==> config.mk <==
export PLATFORM = sky130hd
export DESIGN_NAME = swap_exchange_unit
export DESIGN_NICKNAME = d
export VERILOG_FILES = /design/src/rtl/swap_exchange_unit_pkg.sv /design/src/rtl/swap_exchange_unit_xchg_regbank.sv /design/src/rtl/swap_exchange_unit.sv
export SDC_FILE = /design/constraint.sdc
export NUM_CORES = 1
export LEC_CHECK = 0
export BUFFER_PORTS_ARGS = -buffer_cell sky130_fd_sc_hd__buf_4
export CORE_ASPECT_RATIO = 1.5
export CORE_MARGIN = 2
export CORE_UTILIZATION = 40
export CTS_BUF_LIST = sky130_fd_sc_hd__clkbuf_4
export CTS_CLUSTER_DIAMETER = 40
export CTS_CLUSTER_SIZE = 16
export DETAILED_ROUTE_END_ITERATION = 6
export HOLD_SLACK_MARGIN = 0.05
export PLACE_DENSITY_LB_ADDON = 0.12
export SLEW_MARGIN = 20
export SYNTH_ARGS = -nofsm -noshare
export SYNTH_HDL_FRONTEND = slang
export SYNTH_SLANG_ARGS = --single-unit
==> constraint.sdc <==
create_clock -name clk -period 4.2 [get_ports clk]
set_input_delay 0.63 -clock clk [delete_from_list [all_inputs] [get_ports clk]]
set_output_delay 0.63 -clock clk [all_outputs]
set_load 0.02 [all_outputs]
==> src/rtl/swap_exchange_unit_pkg.sv <==
// ---------------------------------------------------------------------------
// swap_exchange_unit_pkg
// Shared definitions for the swap/exchange register bank:
//   - command opcodes (OP_WRITE, OP_SWAP, OP_READ, OP_ROTATE)
//   - control FSM state encoding (IDLE, EXEC, RESP)
//   - swap counter width and its saturating increment helper
// ---------------------------------------------------------------------------
package swap_exchange_unit_pkg;

    localparam logic [1:0] OP_WRITE  = 2'b00;
    localparam logic [1:0] OP_SWAP   = 2'b01;
    localparam logic [1:0] OP_READ   = 2'b10;
    localparam logic [1:0] OP_ROTATE = 2'b11;

    typedef enum logic [1:0] {
        IDLE = 2'b00,
        EXEC = 2'b01,
        RESP = 2'b10
    } state_t;

    localparam int SWAP_CNT_W = 16;

    // Saturating increment: the counter sticks at all-ones instead of wrapping.
    function automatic logic [SWAP_CNT_W-1:0] sat_inc(input logic [SWAP_CNT_W-1:0] v);
        logic [SWAP_CNT_W-1:0] res;
        if (v == {SWAP_CNT_W{1'b1}}) begin
            res = v;
        end else begin
            res = v + {{(SWAP_CNT_W-1){1'b0}}, 1'b1};
        end
        return res;
    endfunction

endpackage

==> src/rtl/swap_exchange_unit_xchg_regbank.sv <==
// ---------------------------------------------------------------------------
// xchg_regbank
// DEPTH x WIDTH storage for the swap/exchange unit. All updates read the
// pre-edge contents, so a swap or rotate moves every affected word in a
// single edge with no partially-updated intermediate state.
// Ports:
//   clk, rst        : clock, synchronous active-high reset (clears all entries)
//   i_we            : write i_wdata into entry i_idx_a
//   i_swap_en       : exchange entries i_idx_a and i_idx_b
//   i_rot_en        : rotate the bank up by one (last entry wraps to 0)
//   i_idx_a/i_idx_b : entry indices
//   i_wdata         : write data
//   o_entries       : all entries, flattened (entry i at bits [i*WIDTH +: WIDTH])
// Only one enable is expected per cycle; priority is rotate > swap > write.
// ---------------------------------------------------------------------------
module xchg_regbank
    import swap_exchange_unit_pkg::*;
#(
    parameter int WIDTH = 8,
    parameter int DEPTH = 4,
    parameter int IW    = $clog2(DEPTH)
) (
    input  logic                   clk,
    input  logic                   rst,
    input  logic                   i_we,
    input  logic                   i_swap_en,
    input  logic                   i_rot_en,
    input  logic [IW-1:0]          i_idx_a,
    input  logic [IW-1:0]          i_idx_b,
    input  logic [WIDTH-1:0]       i_wdata,
    output logic [DEPTH*WIDTH-1:0] o_entries
);

    logic [WIDTH-1:0] r_mem [DEPTH];

    // Bank storage: clear on reset, otherwise apply at most one operation per edge.
    always_ff @(posedge clk) begin
        if (rst) begin
            for (int i = 0; i < DEPTH; i++) begin
                r_mem[i] <= '0;
            end
        end else if (i_rot_en) begin
            r_mem[0] <= r_mem[DEPTH-1];
            for (int i = 1; i < DEPTH; i++) begin
                r_mem[i] <= r_mem[i-1];
            end
        end else if (i_swap_en) begin
            // Non-blocking pair: both sides see old values; a == b leaves the entry as is.
            r_mem[i_idx_a] <= r_mem[i_idx_b];
            r_mem[i_idx_b] <= r_mem[i_idx_a];
        end else if (i_we) begin
            r_mem[i_idx_a] <= i_wdata;
        end
    end

    genvar g;
    generate
        for (g = 0; g < DEPTH; g++) begin : g_flat
            assign o_entries[g*WIDTH +: WIDTH] = r_mem[g];
        end
    endgenerate

endmodule

==> src/rtl/swap_exchange_unit.sv <==
// ---------------------------------------------------------------------------
// swap_exchange_unit
// Command-driven register bank supporting WRITE, READ, atomic two-entry SWAP
// and full-bank ROTATE. One command is accepted in IDLE, executed in EXEC and
// answered in RESP (held until the consumer takes it).
// Ports:
//   clk, rst      : clock, synchronous active-high reset
//   cmd_valid     : command present         cmd_ready : unit accepts a command
//   cmd_op        : 00 WRITE 01 SWAP 10 READ 11 ROTATE
//   cmd_idx_a/b   : entry indices (b used by SWAP only)
//   cmd_data      : write data (WRITE only)
//   rsp_valid     : response present        rsp_ready : consumer takes it
//   rsp_data      : response payload
//   swap_count    : saturating count of executed SWAPs
// ---------------------------------------------------------------------------
module swap_exchange_unit
    import swap_exchange_unit_pkg::*;
#(
    parameter  int WIDTH = 8,
    parameter  int DEPTH = 4,
    localparam int IW    = $clog2(DEPTH)
) (
    input  logic                  clk,
    input  logic                  rst,
    input  logic                  cmd_valid,
    output logic                  cmd_ready,
    input  logic [1:0]            cmd_op,
    input  logic [IW-1:0]         cmd_idx_a,
    input  logic [IW-1:0]         cmd_idx_b,
    input  logic [WIDTH-1:0]      cmd_data,
    output logic                  rsp_valid,
    input  logic                  rsp_ready,
    output logic [WIDTH-1:0]      rsp_data,
    output logic [SWAP_CNT_W-1:0] swap_count
);

    state_t                  r_state;
    state_t                  w_state_next;
    logic                    w_accept;
    logic                    w_cmd_ready;

    logic [1:0]              r_op;
    logic [IW-1:0]           r_idx_a;
    logic [IW-1:0]           r_idx_b;
    logic [WIDTH-1:0]        r_data;

    logic                    w_exec;
    logic                    w_we;
    logic                    w_swap_en;
    logic                    w_rot_en;

    logic [DEPTH*WIDTH-1:0]  w_entries;
    logic [WIDTH-1:0]        w_bank [DEPTH];
    logic [WIDTH-1:0]        w_rsp_next;

    logic [WIDTH-1:0]        r_rsp_data;
    logic [SWAP_CNT_W-1:0]   r_swap_count;

    // Ready drops immediately during reset so nothing can be accepted on a reset edge.
    assign w_cmd_ready = (r_state == IDLE) && !rst;

    // FSM state register.
    always_ff @(posedge clk) begin
        if (rst) begin
            r_state <= IDLE;
        end else begin
            r_state <= w_state_next;
        end
    end

    // FSM next-state and command-accept decode.
    always_comb begin
        w_state_next = r_state;
        w_accept     = 1'b0;
        case (r_state)
            IDLE: begin
                if (cmd_valid && w_cmd_ready) begin
                    w_state_next = EXEC;
                    w_accept     = 1'b1;
                end else begin
                    w_state_next = IDLE;
                end
            end
            EXEC: begin
                w_state_next = RESP;
            end
            RESP: begin
                if (rsp_ready) begin
                    w_state_next = IDLE;
                end else begin
                    w_state_next = RESP;
                end
            end
            default: begin
                w_state_next = IDLE;
            end
        endcase
    end

    // Command capture: the cmd_* inputs are only looked at on the accept edge.
    always_ff @(posedge clk) begin
        if (rst) begin
            r_op    <= OP_WRITE;
            r_idx_a <= '0;
            r_idx_b <= '0;
            r_data  <= '0;
        end else if (w_accept) begin
            r_op    <= cmd_op;
            r_idx_a <= cmd_idx_a;
            r_idx_b <= cmd_idx_b;
            r_data  <= cmd_data;
        end
    end

    // Bank operation enables, active only for the single EXEC cycle.
    always_comb begin
        w_exec    = (r_state == EXEC);
        w_we      = 1'b0;
        w_swap_en = 1'b0;
        w_rot_en  = 1'b0;
        if (w_exec) begin
            case (r_op)
                OP_WRITE:  w_we      = 1'b1;
                OP_SWAP:   w_swap_en = 1'b1;
                OP_ROTATE: w_rot_en  = 1'b1;
                OP_READ:   w_we      = 1'b0;
                default:   w_we      = 1'b0;
            endcase
        end else begin
            w_we = 1'b0;
        end
    end

    xchg_regbank #(
        .WIDTH (WIDTH),
        .DEPTH (DEPTH),
        .IW    (IW)
    ) u_bank (
        .clk       (clk),
        .rst       (rst),
        .i_we      (w_we),
        .i_swap_en (w_swap_en),
        .i_rot_en  (w_rot_en),
        .i_idx_a   (r_idx_a),
        .i_idx_b   (r_idx_b),
        .i_wdata   (r_data),
        .o_entries (w_entries)
    );

    genvar g;
    generate
        for (g = 0; g < DEPTH; g++) begin : g_unpack
            assign w_bank[g] = w_entries[g*WIDTH +: WIDTH];
        end
    endgenerate

    // Response payload from pre-edge bank contents (SWAP reports old bank[a]).
    always_comb begin
        w_rsp_next = r_rsp_data;
        case (r_op)
            OP_WRITE:  w_rsp_next = r_data;
            OP_READ:   w_rsp_next = w_bank[r_idx_a];
            OP_SWAP:   w_rsp_next = w_bank[r_idx_a];
            OP_ROTATE: w_rsp_next = w_bank[DEPTH-1];
            default:   w_rsp_next = r_rsp_data;
        endcase
    end

    // Response register: loaded in EXEC, frozen through RESP and IDLE.
    always_ff @(posedge clk) begin
        if (rst) begin
            r_rsp_data <= '0;
        end else if (w_exec) begin
            r_rsp_data <= w_rsp_next;
        end
    end

    // Saturating SWAP counter; a == b swaps count too.
    always_ff @(posedge clk) begin
        if (rst) begin
            r_swap_count <= '0;
        end else if (w_swap_en) begin
            r_swap_count <= sat_inc(r_swap_count);
        end
    end

    assign cmd_ready  = w_cmd_ready;
    assign rsp_valid  = (r_state == RESP);
    assign rsp_data   = r_rsp_data;
    assign swap_count = r_swap_count;

endmodule

# Word-level counts from Yosys, hierarchy flattened
# Memories as Yosys holds them, arrays and structs flattened. A register that Yosys moved wholly into a read port is not among the register bits.
# Index checks and enable logic that the tools add are counted.
[op_classes]
addsub = 1
order_cmp = 1
n_eq_ne = 6
muxes = 44
bitwise = 7
reduce_logical = 9
[op_table]
columns = ["cell", "count"]
rows = [
  ["2-to-1 mux 8 bit", 9],
  ["2-to-1 mux 1 bit", 25],
  ["case mux 8 bit (3 select lines)", 1],
  ["adder 16 x 1 -> 16 bit (second input constant)", 1],
  ["binary-select mux 8 bit (select 2 bit)", 1],
  ["equality test 16 bit (second input constant)", 1],
  ["OR reduction 8 bit", 2],
  ["2-to-1 mux 2 bit", 7],
  ["equality test 2 bit (second input constant)", 3],
  ["case mux 2 bit (3 select lines)", 1],
  ["bitwise OR 1 bit", 5],
  ["equality test 2 x 1 -> 1 bit (second input constant)", 2],
  ["logical NOT 2 bit", 2],
  ["greater-or-equal comparator 3 bit (second input constant)", 1],
  ["inverter 2 -> 3 bit", 1],
  ["logical AND 1 bit", 2],
  ["AND reduction 2 bit", 1],
  ["OR reduction 2 bit", 1],
  ["logical NOT 1 bit", 1],
  ["inverter 1 bit", 1],
]
[totals]
ff_bits = 40
ramBits = 32
inputBits = 18
elab_cells = 76
mem_count = 1
[mem_list]
columns = ["name", "depth", "word_bits", "rd", "rd_clocked_by_memory_dff", "wr", "line_no", "source"]
rows = [
  ["u_bank.r_mem", 4, 8, 6, 2, 4, "swap_exchange_unit_xchg_regbank.sv:34", "logic [WIDTH-1:0] r_mem [DEPTH];"],
]

# Depth between registers and ports, before layout
[depth]
word_depth = 11
ltp_mapped = 7
ltp_nobuf = 6

# Hierarchy
# From an unflattened synthesis, not the netlist that was laid out.
[hier_totals]
hier_cells = 429
hier_area_um2 = 4334.2
[by_module_without_submodules]
columns = ["mod", "n_inst", "cells_per_inst", "area_per_inst_um2"]
rows = [
  ["xchg_regbank", 1, 194, 2306.0],
  ["swap_exchange_unit", 1, 235, 2028.2],
]

# Worst setup path before layout
# OpenSTA, ideal clock, no wires.
[synth_path]
kind = "input-to-reg"
from = "input rst"
to = "memory u_bank.r_mem[3][0], enable pin"
arrival_ns = 2.290
setup_slack_ns = 1.506
stages = 2
path_buffers = 0
cell_sequence = "or4b_4 o311ai_0"
[synth_lines]
columns = ["item", "line_no", "source"]
rows = [
  ["from (decl)", "swap_exchange_unit.sv:24", "input logic rst,"],
  ["to (decl)", "swap_exchange_unit_xchg_regbank.sv:34", ""],
]

==> impl_results.html <==
<table>
<tr><th>Metric</th><th>Value</th></tr>
<tr><th colspan="2">Run status</th></tr>
<tr><td>Outcome</td><td>completed</td></tr>
<tr><th colspan="2">Critical path</th></tr>
<tr><td>Crit Path Class</td><td>reg -&gt; reg</td></tr>
<tr><td>Required time at the endpoint of the critical path</td><td>4450 ps</td></tr>
<tr><td>R2R cell count</td><td>5</td></tr>
<tr><td>Largest driver fanout on the critical path</td><td>8</td></tr>
<tr><td>Startpoint kind of the worst setup timing path</td><td>flop</td></tr>
<tr><td>Critical R2R Launch</td><td>r_op[0]</td></tr>
<tr><td>Worst setup slack for register-to-register paths</td><td>1430 ps</td></tr>
<tr><td>Capturing point of the worst reg2reg path</td><td>u_bank.r_mem[3][5]</td></tr>
<tr><td>Critical path data arrival time</td><td>a little over 3000 ps</td></tr>
<tr><td>Kind of capture point of the worst setup path</td><td>flop</td></tr>
<tr><th colspan="2">Worst hold path</th></tr>
<tr><td>Hold Path Stages</td><td>3</td></tr>
<tr><td>Launch instance of the worst min-delay path</td><td>cmd_data[3]</td></tr>
<tr><td>Type of the tightest min-delay check</td><td>in -&gt; reg</td></tr>
<tr><td>Worst hold endpoint</td><td>r_data[3]</td></tr>
<tr><th colspan="2">Logic synthesis</th></tr>
<tr><td>Number of flops mapped to enable cells by yosys</td><td>32</td></tr>
<tr><td>Compound-gate portion of the synthesized area</td><td>between 20% and 30%</td></tr>
<tr><td>Mux cell area share after synthesis</td><td>between 10% and 20%</td></tr>
<tr><td>Synthesized net count</td><td>441</td></tr>
<tr><td>Proportion of register bits with asynchronous set or reset after synthesis</td><td>0%</td></tr>
<tr><td>Top cell type's share of synthesized area</td><td>22.4%</td></tr>
<tr><td>Post-synthesis sequential area ratio</td><td>around 43%</td></tr>
<tr><td>Primary flip-flop cell chosen by synthesis mapping</td><td>sky130_fd_sc_hd__dfxtp_1</td></tr>
<tr><td>Adder-cell share of the synthesized area</td><td>under 10%</td></tr>
<tr><td>Most common cell in the synthesized netlist</td><td>sky130_fd_sc_hd__o21ai_0</td></tr>
<tr><td>Synth area leaders</td><td>sky130_fd_sc_hd__edfxtp_1 (22%), sky130_fd_sc_hd__dfxtp_1 (21%), sky130_fd_sc_hd__mux4_2 (8.4%)</td></tr>
<tr><td>Post-synthesis instance area</td><td>between 4000 and 5000 µm²</td></tr>
<tr><td>Cell type with the highest aggregate area in the netlist</td><td>sky130_fd_sc_hd__edfxtp_1</td></tr>
<tr><td>Number of different library cells in the post-synthesis netlist</td><td>45</td></tr>
<tr><td>Post-Synth XOR/XNOR Area</td><td>0%</td></tr>
<tr><td>Instance count of the mapped netlist</td><td>418</td></tr>
<tr><td>#FFs+latches synth</td><td>76</td></tr>
<tr><td>Main combinational cell family by area after synthesis</td><td>compound AO/OA/AOI/OAI gates</td></tr>
<tr><td>Syn avg cell area</td><td>10.3 µm²</td></tr>
<tr><td>Number of synthesis warnings</td><td>0</td></tr>
<tr><td>Top cells by count, synth</td><td>sky130_fd_sc_hd__o21ai_0 (47), sky130_fd_sc_hd__dfxtp_1 (44), sky130_fd_sc_hd__a22oi_1 (40), sky130_fd_sc_hd__a21oi_1 (39), sky130_fd_sc_hd__nand2_1 (35)</td></tr>
<tr><td>Simple-gate share of the synthesized area</td><td>16.9%</td></tr>
<tr><th colspan="2">Die</th></tr>
<tr><td>Core Box Area</td><td>10500 µm²</td></tr>
<tr><td>Initial Utilization</td><td>40.7%</td></tr>
<tr><td>Die height</td><td>131 µm</td></tr>
<tr><td>Die width</td><td>88.5 µm</td></tr>
<tr><td># IOs</td><td>44</td></tr>
<tr><td>Row count</td><td>46</td></tr>
<tr><td>Die ar.</td><td>between 10000 and 15000 µm²</td></tr>
<tr><th colspan="2">Clocking</th></tr>
<tr><td>Clock root buffer master</td><td>sky130_fd_sc_hd__clkbuf_4</td></tr>
<tr><td>Register clock-pin slew on the reported worst setup and hold paths</td><td>130 ps</td></tr>
<tr><td>CTS Hold Buffers Added</td><td>0</td></tr>
<tr><td>Clock tree from TritonCTS</td><td>built</td></tr>
<tr><td>Max Buffers Root-to-Sink</td><td>2</td></tr>
<tr><td>Clock network latency to the later pin of the worst-skew pair</td><td>440 ps</td></tr>
<tr><td>Number of post-CTS setup repair buffers</td><td>0</td></tr>
<tr><td>TritonCTS buffer count</td><td>9</td></tr>
<tr><td>Level count of the clock H-tree</td><td>3</td></tr>
<tr><td># clock sinks</td><td>76</td></tr>
<tr><td>Number of resized instances in the post-cts repair step</td><td>0</td></tr>
<tr><th colspan="2">Detailed routing</th></tr>
<tr><td>DRC violations left</td><td>0</td></tr>
<tr><td>DRC marker count from the first detailed-route iteration</td><td>370</td></tr>
<tr><td>Drt via density</td><td>6.12</td></tr>
<tr><td>Number of nets still failing antenna checks after routing</td><td>0</td></tr>
<tr><td>Count of TritonRoute iterations in the first routing pass</td><td>5</td></tr>
<tr><td>Total Wirelength</td><td>12600 µm</td></tr>
<tr><td>Total number of vias</td><td>3663</td></tr>
<tr><td>Routed wirelength normalized by instance count</td><td>21.1 µm</td></tr>
<tr><th colspan="2">Pwr</th></tr>
<tr><td>Sequential fraction of design power</td><td>between 50% and 60%</td></tr>
<tr><td>Total net switching power</td><td>about 410 µW</td></tr>
<tr><td>Static leakage</td><td>1.65 nW</td></tr>
<tr><td>Combinational fraction of design power</td><td>11.8%</td></tr>
<tr><td>Int Power</td><td>1.11 mW</td></tr>
<tr><td>Largest vdd supply drop</td><td>about 190 µV</td></tr>
<tr><td>Cell Pwr Density</td><td>311 nW/µm²</td></tr>
<tr><td>Switching part of the total</td><td>a little over a quarter</td></tr>
<tr><td>Clock power frac</td><td>33.2%</td></tr>
<tr><th colspan="2">Global routing</th></tr>
<tr><td>Vias in the first global route</td><td>roughly 3500</td></tr>
<tr><td>Pin count of the biggest net entering global routing</td><td>40</td></tr>
<tr><td>Global-route wire length before repair</td><td>just under 20000 µm</td></tr>
<tr><td>Global router's overall resource usage</td><td>23.1%</td></tr>
<tr><td>Total congestion overflow</td><td>0</td></tr>
<tr><td>Initial antenna violation count</td><td>1</td></tr>
<tr><th colspan="2">Placed design</th></tr>
<tr><td>Number of buffers added on ports</td><td>43</td></tr>
<tr><td>Final weighted congestion of routability-driven global placement</td><td>0.819</td></tr>
<tr><td>Post-DP HPWL</td><td>8760 µm</td></tr>
<tr><td>Placed Cells incl. Taps</td><td>582</td></tr>
<tr><th colspan="2">Job</th></tr>
<tr><td>Max Cap Viol</td><td>0</td></tr>
<tr><th colspan="2">STA</th></tr>
<tr><td>Post-Route Setup TNS</td><td>0 ps</td></tr>
<tr><td>Max Transition Viols Final</td><td>0</td></tr>
<tr><td>Setup repair after global routing missed its margin</td><td>false</td></tr>
<tr><td>Slew HR</td><td>27.9%</td></tr>
<tr><td>Worst Clk Skew</td><td>a little under 20 ps</td></tr>
<tr><td>Final worst path period share</td><td>between 60% and 70%</td></tr>
<tr><td>Setup Viol. Count Final</td><td>0</td></tr>
<tr><td>Final number of hold-violating endpoints</td><td>0</td></tr>
<tr><td>Worst-Margin Slew</td><td>1080 ps</td></tr>
<tr><td>Crit path time final</td><td>2770 ps</td></tr>
<tr><td>Peak Freq</td><td>361 MHz</td></tr>
<tr><th colspan="2">Finish</th></tr>
<tr><td>Relative area change from synthesis to final layout</td><td>13.5%</td></tr>
<tr><td>Final net count</td><td>about 470</td></tr>
<tr><td>Share of cells above drive strength 1</td><td>20.5%</td></tr>
<tr><td>Final non-filler cell total</td><td>approximately 600</td></tr>
</table>
-- cells in the final DEF, fill, tap and decap left out, drive strengths merged, types with 2 or more instances in the layout --
master  instances
a21oi          39
a221oi          8
a22oi          40
a311oi          2
and2           10
and3            3
and4            8
and4b           2
buf            47
bufinv          2
clkbuf          9
clkinv          4
dfxtp          44
edfxtp         32
ha              5
inv             6
mux2i          16
mux4           16
nand2          35
nand2b          9
nand3           5
nand3b          4
nand4           7
nor2           16
nor2b           4
nor3            2
nor4            2
o21ai          47
o31ai           5
o41ai           2
or3             6
or4             5
-- worst max-delay path, stage by stage, from the launching register on --
cell                      delay, ps
sky130_fd_sc_hd__dfxtp_1        350
sky130_fd_sc_hd__ha_1           270
sky130_fd_sc_hd__or4b_4         530
sky130_fd_sc_hd__or3b_1         840
sky130_fd_sc_hd__mux2i_4        390
sky130_fd_sc_hd__o21ai_0        220
-- cells by family after synthesis --
logic type | Yosys count
and+or+nand+nor | 126
buffers and inverters | 32
adders and majority gates | 5
DFF | 76
muxes | 33
AOI/OAI and AO/OA | 146
-- how the worst max path moves through the flow --
stage                              end  cells after the start  startpoint
floorplan           u_bank.r_mem[3][0]                      2         rst
global placement    u_bank.r_mem[3][5]                      5         rst
detailed placement  u_bank.r_mem[0][0]                      5         rst
CTS                 u_bank.r_mem[3][5]                      5     r_op[0]
global route        u_bank.r_mem[0][3]                      5     r_op[0]
finish              u_bank.r_mem[3][5]                      5     r_op[0]
-- flip-flops by register name, indices dropped and copies added (netlist names), named ones only --
signal / cells
u_bank.r_mem: 32
swap_count: 16
r_data: 8
rsp_data: 8
r_idx_a: 2
r_idx_b: 2
r_op: 2
r_state: 2
-- through the flow --
stage | setup WS [ps] | hold slack (ps) | instance area (µm²) | utilization (%) | power (mW)
2_1_floorplan | 1510 | 453 | 4290 | - | 0.961
3_3_place_gp | 1180 | 462 | 4710 | 44.7 | 1.02
3_5_place_dp | 1090 | 482 | 4710 | 44.8 | 1.02
4_1_cts | 1430 | 408 | 4860 | 46.2 | 1.52
5_1_grt | 1320 | 419 | 4870 | 46.2 | 1.57
6_report | 1430 | 436 | 4870 | 46.2 | 1.51
-- per-layer routing --
layer / GRT usage, % / up-vias / part of all wire, %
met5: 0 / - / 0
met4: 10.2 / 0 / 2.8
met3: 4.40 / 26 / 5.8
met2: 39.0 / 152 / 51
met1: 28.4 / 1791 / 41
li1: - / 1694 / -
-- layout make-up --
class	count	area [µm²]
sequential	76	1840
clock inverter	7	81.3
fill	1026	5670
tap	144	180
antenna	1	2.50
timing repair buffer	47	353
multi-input combinational	310	2320
clock buffer	9	67.6
inverter	5	18.8
-- power by group through the flow --
stage	sequential, mW	combinational [mW]	clock, mW
global placement	0.847	0.174	0
global route	0.837	0.192	0.545
finish	0.832	0.178	0.501
detailed placement	0.849	0.176	0
CTS	0.832	0.178	0.515
floorplan	0.831	0.130	0
No activity file was read; power rests on OpenSTA's default activity.
